## config.mk

```make
export PLATFORM = sky130hd
export DESIGN_NAME = keypad_scanner
export DESIGN_NICKNAME = d
export VERILOG_FILES = /design/src/rtl/keypad_scanner.sv
export SDC_FILE = /design/constraint.sdc
export NUM_CORES = 1
export LEC_CHECK = 0
export ABC_AREA = 1
export ABC_CLOCK_PERIOD_IN_PS = 4200
export CORE_MARGIN = 10
export CORE_UTILIZATION = 62
export CTS_CLUSTER_SIZE = 30
export DETAILED_ROUTE_END_ITERATION = 6
export GPL_TIMING_DRIVEN = 0
export PLACE_DENSITY = 0.9
export RECOVER_POWER = 100
export SYNTH_ARGS = -nofsm -noshare
export SYNTH_HDL_FRONTEND = slang
export SYNTH_SLANG_ARGS = --single-unit
```

## constraint.sdc

```tcl
create_clock -name clock -period 4.2 [get_ports clock]
set_input_delay 0.84 -clock clock [delete_from_list [all_inputs] [get_ports clock]]
set_output_delay 0.84 -clock clock [all_outputs]
set_load 0.005 [all_outputs]
```

## src/rtl/keypad_scanner.sv

```systemverilog
// keypad_scanner: 4x5 matrix keypad scan with debounce and newkey/keycode output; KEYPAD_REPEAT_EN adds auto-repeat.
// Latency: 2-cycle row sync, then newkey one cycle after the DEBOUNCE_SCANS-th matching sample of the column.
// Backpressure: none; newkey is a one-cycle pulse and the consumer must take it when it fires.
module keypad_scanner #(
    parameter int SCAN_DIV       = 1000,
    parameter int DEBOUNCE_SCANS = 4,
    parameter int REPEAT_DELAY   = 50,
    parameter int REPEAT_PERIOD  = 10
) (
    input  logic       clock,
    input  logic       reset,
    input  logic [3:0] rows_n,
    output logic [4:0] col_n,
    output logic       newkey,
    output logic [4:0] keycode
);
    localparam int CNT_MAX0 = (DEBOUNCE_SCANS > REPEAT_DELAY) ? DEBOUNCE_SCANS : REPEAT_DELAY;
    localparam int CNT_MAX  = (CNT_MAX0 > REPEAT_PERIOD) ? CNT_MAX0 : REPEAT_PERIOD;
    localparam int CNT_W    = $clog2(CNT_MAX + 1);
    localparam int DIV_W    = $clog2(SCAN_DIV);
    localparam logic [DIV_W-1:0] DIV_LAST = DIV_W'(SCAN_DIV - 1);
    localparam logic [CNT_W-1:0] DEB_LIM  = CNT_W'(DEBOUNCE_SCANS);

    typedef enum logic [1:0] {
        SCAN     = 2'd0,
        DEBOUNCE = 2'd1,
        HELD     = 2'd2
    } state_e;

    logic [3:0]       rows_s1_q;
    logic [3:0]       rows_s2_q;
    logic [DIV_W-1:0] div_q;
    logic [DIV_W-1:0] div_d;
    logic [2:0]       col_q;
    logic [2:0]       col_d;
    logic [4:0]       col_n_q;
    state_e           state_q;
    logic [CNT_W-1:0] cnt_q;
    logic [2:0]       cand_col_q;
    logic [1:0]       cand_row_q;
    logic             newkey_q;
    logic [4:0]       keycode_q;

    logic             sample_pt;
    logic [3:0]       row_low;
    logic             one_low;
    logic [1:0]       row_idx;
    logic             on_cand;
    logic             same_row;
    logic             held_low;
    logic [CNT_W-1:0] cnt_inc;
    logic [4:0]       code_now;
    logic [4:0]       code_cand;

    always_ff @(posedge clock or negedge reset) begin
        if (!reset) begin
            rows_s1_q <= 4'hF;
            rows_s2_q <= 4'hF;
        end else begin
            rows_s1_q <= rows_n;
            rows_s2_q <= rows_s1_q;
        end
    end

    always_comb begin
        row_low   = ~rows_s2_q;
        sample_pt = (div_q == DIV_LAST);
        // Zero or several rows low are both "no key": multi-row lows are ghost candidates.
        one_low   = (row_low != 4'd0) && ((row_low & (row_low - 4'd1)) == 4'd0);
        row_idx   = 2'd0;
        for (int i = 0; i < 4; i++) begin
            if (row_low[i]) row_idx = 2'(i);
        end
        on_cand   = (col_q == cand_col_q);
        same_row  = one_low && (row_idx == cand_row_q);
        held_low  = row_low[cand_row_q];
        cnt_inc   = (cnt_q == {CNT_W{1'b1}}) ? cnt_q : cnt_q + CNT_W'(1);
        code_now  = {col_q, 2'b00} + {3'b000, row_idx};
        code_cand = {cand_col_q, 2'b00} + {3'b000, cand_row_q};
    end

    always_comb begin
        div_d = div_q + DIV_W'(1);
        col_d = col_q;
        if (sample_pt) begin
            div_d = '0;
            col_d = (col_q == 3'd4) ? 3'd0 : col_q + 3'd1;
        end
    end

    always_ff @(posedge clock or negedge reset) begin
        if (!reset) begin
            div_q   <= '0;
            col_q   <= 3'd0;
            col_n_q <= 5'b11110;
        end else begin
            div_q   <= div_d;
            col_q   <= col_d;
            col_n_q <= ~(5'b00001 << col_d);
        end
    end

`ifdef KEYPAD_REPEAT_EN
    logic [CNT_W-1:0] rpt_cnt_q;
    logic             rpt_first_q;
    logic [CNT_W-1:0] rpt_inc;
    logic [CNT_W-1:0] rpt_lim;

    always_comb begin
        rpt_inc = (rpt_cnt_q == {CNT_W{1'b1}}) ? rpt_cnt_q : rpt_cnt_q + CNT_W'(1);
        rpt_lim = rpt_first_q ? CNT_W'(REPEAT_DELAY) : CNT_W'(REPEAT_PERIOD);
    end
`endif

    always_ff @(posedge clock or negedge reset) begin
        if (!reset) begin
            state_q     <= SCAN;
            cnt_q       <= '0;
            cand_col_q  <= 3'd0;
            cand_row_q  <= 2'd0;
            newkey_q    <= 1'b0;
            keycode_q   <= 5'd0;
`ifdef KEYPAD_REPEAT_EN
            rpt_cnt_q   <= '0;
            rpt_first_q <= 1'b1;
`endif
        end else begin
            newkey_q <= 1'b0;
            if (sample_pt) begin
                case (state_q)
                    SCAN: begin
                        if (one_low) begin
                            cand_col_q <= col_q;
                            cand_row_q <= row_idx;
                            if (DEBOUNCE_SCANS == 1) begin
                                state_q   <= HELD;
                                cnt_q     <= '0;
                                newkey_q  <= 1'b1;
                                keycode_q <= code_now;
`ifdef KEYPAD_REPEAT_EN
                                rpt_cnt_q   <= '0;
                                rpt_first_q <= 1'b1;
`endif
                            end else begin
                                state_q <= DEBOUNCE;
                                cnt_q   <= CNT_W'(1);
                            end
                        end
                    end
                    DEBOUNCE: begin
                        if (on_cand) begin
                            if (!same_row) begin
                                state_q <= SCAN;
                                cnt_q   <= '0;
                            end else if (cnt_inc >= DEB_LIM) begin
                                state_q   <= HELD;
                                cnt_q     <= '0;
                                newkey_q  <= 1'b1;
                                keycode_q <= code_cand;
`ifdef KEYPAD_REPEAT_EN
                                rpt_cnt_q   <= '0;
                                rpt_first_q <= 1'b1;
`endif
                            end else begin
                                cnt_q <= cnt_inc;
                            end
                        end
                    end
                    HELD: begin
                        // Other columns are ignored here: no rollover while a key is held.
                        if (on_cand) begin
                            if (held_low) begin
                                cnt_q <= '0;
`ifdef KEYPAD_REPEAT_EN
                                if (rpt_inc >= rpt_lim) begin
                                    newkey_q    <= 1'b1;
                                    keycode_q   <= code_cand;
                                    rpt_cnt_q   <= '0;
                                    rpt_first_q <= 1'b0;
                                end else begin
                                    rpt_cnt_q <= rpt_inc;
                                end
`endif
                            end else begin
`ifdef KEYPAD_REPEAT_EN
                                rpt_cnt_q   <= '0;
                                rpt_first_q <= 1'b1;
`endif
                                if (cnt_inc >= DEB_LIM) begin
                                    state_q <= SCAN;
                                    cnt_q   <= '0;
                                end else begin
                                    cnt_q <= cnt_inc;
                                end
                            end
                        end
                    end
                    default: begin
                        state_q <= SCAN;
                        cnt_q   <= '0;
                    end
                endcase
            end
        end
    end

    assign col_n   = col_n_q;
    assign newkey  = newkey_q;
    assign keycode = keycode_q;

endmodule

```

; After elaboration in Yosys (flattened, before gate mapping)
; Cells that the tools add are included.
[classes]
magnitude_cmp = 2
add_sub_neg = 5
bitwise = 3
n_eq_ne = 13
mul = 0
shifts = 1
muxes = 29
reduce_logical = 9
n_div = 0
[ops]
columns = cell, count
row1 = 6-bit two-way mux, 7
row2 = 2-bit two-way mux, 9
row3 = 6-bit case mux with 3 select lines, 1
row4 = "10-bit by 1-bit adder with 10-bit output, second input constant", 1
row5 = "10-bit equality test, second input constant", 1
row6 = 10-bit two-way mux, 1
row7 = "2-bit != test, second input constant", 5
row8 = 1-bit two-way mux, 7
row9 = 7-bit AND reduction, 1
row10 = "6-bit by 1-bit adder with 6-bit output, second input constant", 1
row11 = "6-bit equality test, second input constant", 1
row12 = "6-bit by 3-bit >= comparator with 1-bit output, second input constant", 1
row13 = 3-bit two-way mux, 2
row14 = 2-bit case mux with 3 select lines, 1
row15 = 5-bit by 2-bit adder with 5-bit output, 1
row16 = 5-bit inverter, 1
row17 = 5-bit AND reduction, 1
row18 = "1-bit by 3-bit << shifter with 5-bit output, first input constant", 1
row19 = 4-bit bitwise AND, 1
row20 = 4-bit logical NOT, 1
row21 = 4-bit inverter, 1
row22 = 4-bit AND reduction, 1
row23 = 4-bit nonzero test, 1
row24 = "4-bit by 1-bit subtractor with 4-bit output, second input constant", 1
row25 = 12 further kinds, 13
[word_totals]
reg_bits = 45
elab_cells = 73
input_bits = 6
n_memories = 0
output_inout_bits = 11
latch_bits = 0
mem_bits_rw = 0
rom_bits = 0

; Logic depth before layout (Yosys ltp)
[logic_depth]
ltp_word = 10
mapped_depth = 12
ltp_nobuf = 12

; Least setup slack after synthesis
; OpenSTA, ideal clock, no wires.
[synth_timing]
kind = register to register
startpoint = reg cnt_q[0]
endpoint = reg state_q[1]
arrival_time_ps = 1413
stages_incl_launch_ff = 10
path_buffers = 0
path_slack_ps = 2668
setup_ps = 119
synth_period_minus_slack_ps = 1532
t_required_ps = 4081
path_cell_list = dfrtp_1 -> ha_1 -> nor2_1 -> nor2_1 -> nor2_1 -> nand3_1 -> nor2_2 -> nand2_1 -> a21oi_1 -> nor2_1
[synth_via]
elab_chain_len = 5
elab_cells_between_ends = 7
classes_between = add/sub (1) / order compare (1) / eq/ne (3) / mux (1) / reduce/logical (1)
[synth_rtl]
columns = element, line
row1 = start: declaration, 38  ; logic [CNT_W-1:0] cnt_q;
row2 = start signal: assignment, 165  ; cnt_q <= cnt_inc;
row3 = start signal: assignment, 193  ; cnt_q <= cnt_inc;
row4 = 6-bit by 1-bit adder with 6-bit output or 6-bit equality test (tied branches), 77  ; cnt_inc = (cnt_q == {CNT_W{1'b1}}) ? cnt_q : cnt_q + CNT_W'(1);
row5 = 6-bit two-way mux (*), 77
row6 = 6-bit by 3-bit >= comparator with 1-bit output (*), "155, 189"
row7 = 3-bit != test (no source line) or 2-bit != test (tied branches), n/a
row8 = 7-bit AND reduction (no source line) (*), n/a
row9 = end signal: assignment, 153  ; state_q <= SCAN;
row10 = end signal: assignment, 156  ; state_q <= HELD;
row11 = end signal: assignment, 190  ; state_q <= SCAN;
row12 = end: declaration, 37  ; state_e state_q;
; Mark *: on every way between the ends. The rest lies on a longest branch, timed or not.
; A chain may end at the register's enable or synchronous reset.

==> flow_metrics.env <==
export IMPL_netlist_instances=272
export IMPL_firstDrtPassIters=4
export IMPL_synth_edf_count=0
export IMPL_num_vias=1734
export IMPL_irDropWorstVdd_uv=210
export IMPL_post_route_min_period_ns=2.43
export IMPL_clkSinkCount=45
export IMPL_grtUsageMet3_pct=4.57
export IMPL_path_buf_inv=2
export IMPL_drt_wl_total_mm=4.20
export IMPL_critPathArrivalTime_ns=2.61
export IMPL_drc=0
export IMPL_synth_seq_cells=45
export IMPL_antennaDiodeCount=0
export IMPL_synth_mux_area_share_pct=0.666
export IMPL_fin_nets=306
export IMPL_synthAdderAreaFrac_pct=2.22
export IMPL_rsz0062_at_grt="no"
export IMPL_crit_fanout=34
export IMPL_synth_simple_area_share_pct=29.4
export IMPL_htreeDepth=2
export IMPL_dieArea_um2=6450
export IMPL_hp_class="reg -> reg"
export IMPL_routedWlPerCell_um=12.2
export IMPL_ys_seq_area_share_pct=50.6
export IMPL_crit_top_cell="clkbuf_1"
export IMPL_io_pins=17
export IMPL_row_count=21
export IMPL_cts_tree="yes"
export IMPL_slew_viol_final=35
export IMPL_drive_gt1_share_pct=10.8
export IMPL_cp_required_ns=4.38
export IMPL_synth_xor_area_share_pct=2.33
export IMPL_synthArstFlopShare_pct=100
export IMPL_core_area_um2=3420
export IMPL_yosysUniqueCellTypes=30
export IMPL_gr_usage_all_layers_pct=14.4
export IMPL_antenna_found_initial=0
export IMPL_synth_top_family_by_area="simple AND/OR/NAND/NOR gates"
export IMPL_tns_ns=0
export IMPL_synth_area_um2=2260
export IMPL_hold_viol=0
export IMPL_grt_pass1_wl_mm=7.37
export IMPL_io_buffers=16
export IMPL_clk_latency_ns=0.36
export IMPL_finClkSkew_ns=0.00797
export IMPL_tritoncts_num_buffers=5
export IMPL_outcome="finished, violations left"
export IMPL_endpoint_kind="asynchronous set/reset pin"
export IMPL_viasPerCell=5.06
export IMPL_die_w_um=80.3
export IMPL_grt_max_degree=35
export IMPL_die_y_um=80.3
export IMPL_max_stage_delay_ns=1.29
export IMPL_cp_start_kind="input pin"
export IMPL_synth_area_per_cell_um2=8.29
export IMPL_cts_root_buf="clkbuf_4"
export IMPL_yosys_warnings=0
export IMPL_synthFlopType="dfrtp_1"
export IMPL_syn_nets=282
export IMPL_postCtsSetupBuffers=0
export IMPL_worst_hold_slack_ns=0.369
export IMPL_slew_headroom_pct=-13.0
export IMPL_fmax_ghz=0.412
export IMPL_tightest_slew_ns=1.69
export IMPL_globalplace_congestion=0.860
export IMPL_power_leakage_nw=1.35
export IMPL_postCtsResizedCells=0
export IMPL_fin_crit_sh_pct=57.8
export IMPL_power_density_nw_per_um2=270
export IMPL_cts_hold_buf=0
export IMPL_hpwl_mm=3.31
export IMPL_crit_slowest_cell="clkbuf_1"
export IMPL_drt_iter0_markers=80
export IMPL_ctsLongestPathBuffers=2
export IMPL_start_util_pct=66.0
export IMPL_max_cap_viol_count=1
export IMPL_gr_total_overflow=0
export IMPL_postRouteAntennaNets=0
export IMPL_violations="capacitance limit, slew limit"
export IMPL_grt_use_met1_pct=15.6
export IMPL_area_growth_synth_to_final_pct=9.15
export IMPL_clkTransAtPathRegs_ns=0.13
export IMPL_cp_cell_sequence="clkbuf_1 > clkbuf_1"
export IMPL_grt_use_met2_pct=25.4
export IMPL_synth_compound_area_share_pct=6.54
export IMPL_cp_top_family="buffers and inverters"
export IMPL_setup_worst_path_class="in -> async"
export IMPL_grt_pass1_vias=1717
export IMPL_setup_viol=0
export IMPL_grt_busiest_layer="met2"
[report_power, final]
| part | internal [W] | switching, W | leakage, nW |
|---|---|---|---|
| clock | 0.0000632 | 0.000137 | 0.0310 |
| combinational | 0.00000572 | 0.0000149 | 0.742 |
| sequential | 0.000440 | 0.00000273 | 0.572 |
[synth_stat cells (all sizes together), types with 4 or more instances]
library cell,count,share of area [%]
nand2,84,15
dfrtp,33,37
xnor2,4,1.6
inv,47,7.8
nor2,28,5.4
nand3,21,5.1
a21oi,4,0.89
nand4,5,2.1
nor3,4,1.6
o21ai,18,5.3
dfstp,12,14
ha,4,2.2
[flip-flops by register name, indices dropped and copies added, names as in the netlist]
name        cells
keycode         5
col_q           3
col_n           5
cnt_q           6
rows_s1_q       4
cand_row_q      2
state_q         2
cand_col_q      3
div_q          10
newkey          1
rows_s2_q       4
[cell usage in the layout (no fill, tap or decap), types with 5 or more instances in the layout]
master / n
nand2_1: 82
inv_1: 45
dfrtp_1: 33
nor2_1: 25
nand3_1: 20
o21ai_0: 17
dlygate4sd3_1: 15
dfstp_2: 11
nand4_1: 5
clkbuf_4: 5
[metrics by stage]
stage | setup WS [ns] | instance area (um^2) | power (W) | cells | utilization (%)
3_3_place_gp | 1.16 | 2470 | 0.000473 | 334 | 72.4
6_report | 1.77 | 2460 | 0.000664 | 343 | 72.1
5_1_grt | 1.39 | 2460 | 0.000694 | 343 | 72.1
2_1_floorplan | 2.67 | 2260 | 0.000459 | 272 | -
4_1_cts | 1.91 | 2540 | 0.000675 | 343 | 74.5
3_5_place_dp | 2.32 | 2490 | 0.000476 | 335 | 72.9
[path summary, 6_finish.rpt]
kind                       cells past startpoint      endpoint  slack, ns         start
max                                            2    state_q[1]       1.77         reset
min in group asynchronous                      1      div_q[3]       0.45         reset
max reg2reg                                    9      col_n[4]       1.88      div_q[0]
max in group clock                             1      col_n[1]       1.85      col_n[1]
min reg2reg                                    0  rows_s2_q[2]       0.37  rows_s1_q[2]
min                                            0  rows_s2_q[2]       0.37  rows_s1_q[2]
[layer usage]
layer	vias up	routed length [um]
met2	24	2180
met4	0	99
met5	-	0
met1	817	1750
met3	9	167
li1	884	-
[layout make-up]
| cell class | count | area, um^2 |
|---|---|---|
| sequential | 45 | 1140 |
| timing repair buffer | 17 | 158 |
| multi-input combinational | 178 | 865 |
| inverter | 48 | 181 |
| buffer | 1 | 5.00 |
| tap | 46 | 57.6 |
| clock buffer | 5 | 37.5 |
| fill | 280 | 953 |
| clock inverter | 3 | 17.5 |
[cells by family after synthesis]
logic type	count (synthesis)
adder cells (fa/ha/maj)	4
flip-flops	45
multiplexers	1
AO/OA/AOI/OAI	23
buffers and inverters	49
AND/OR/NAND/NOR	144
XOR/XNOR	6
(Power assumes the default switching activity.)
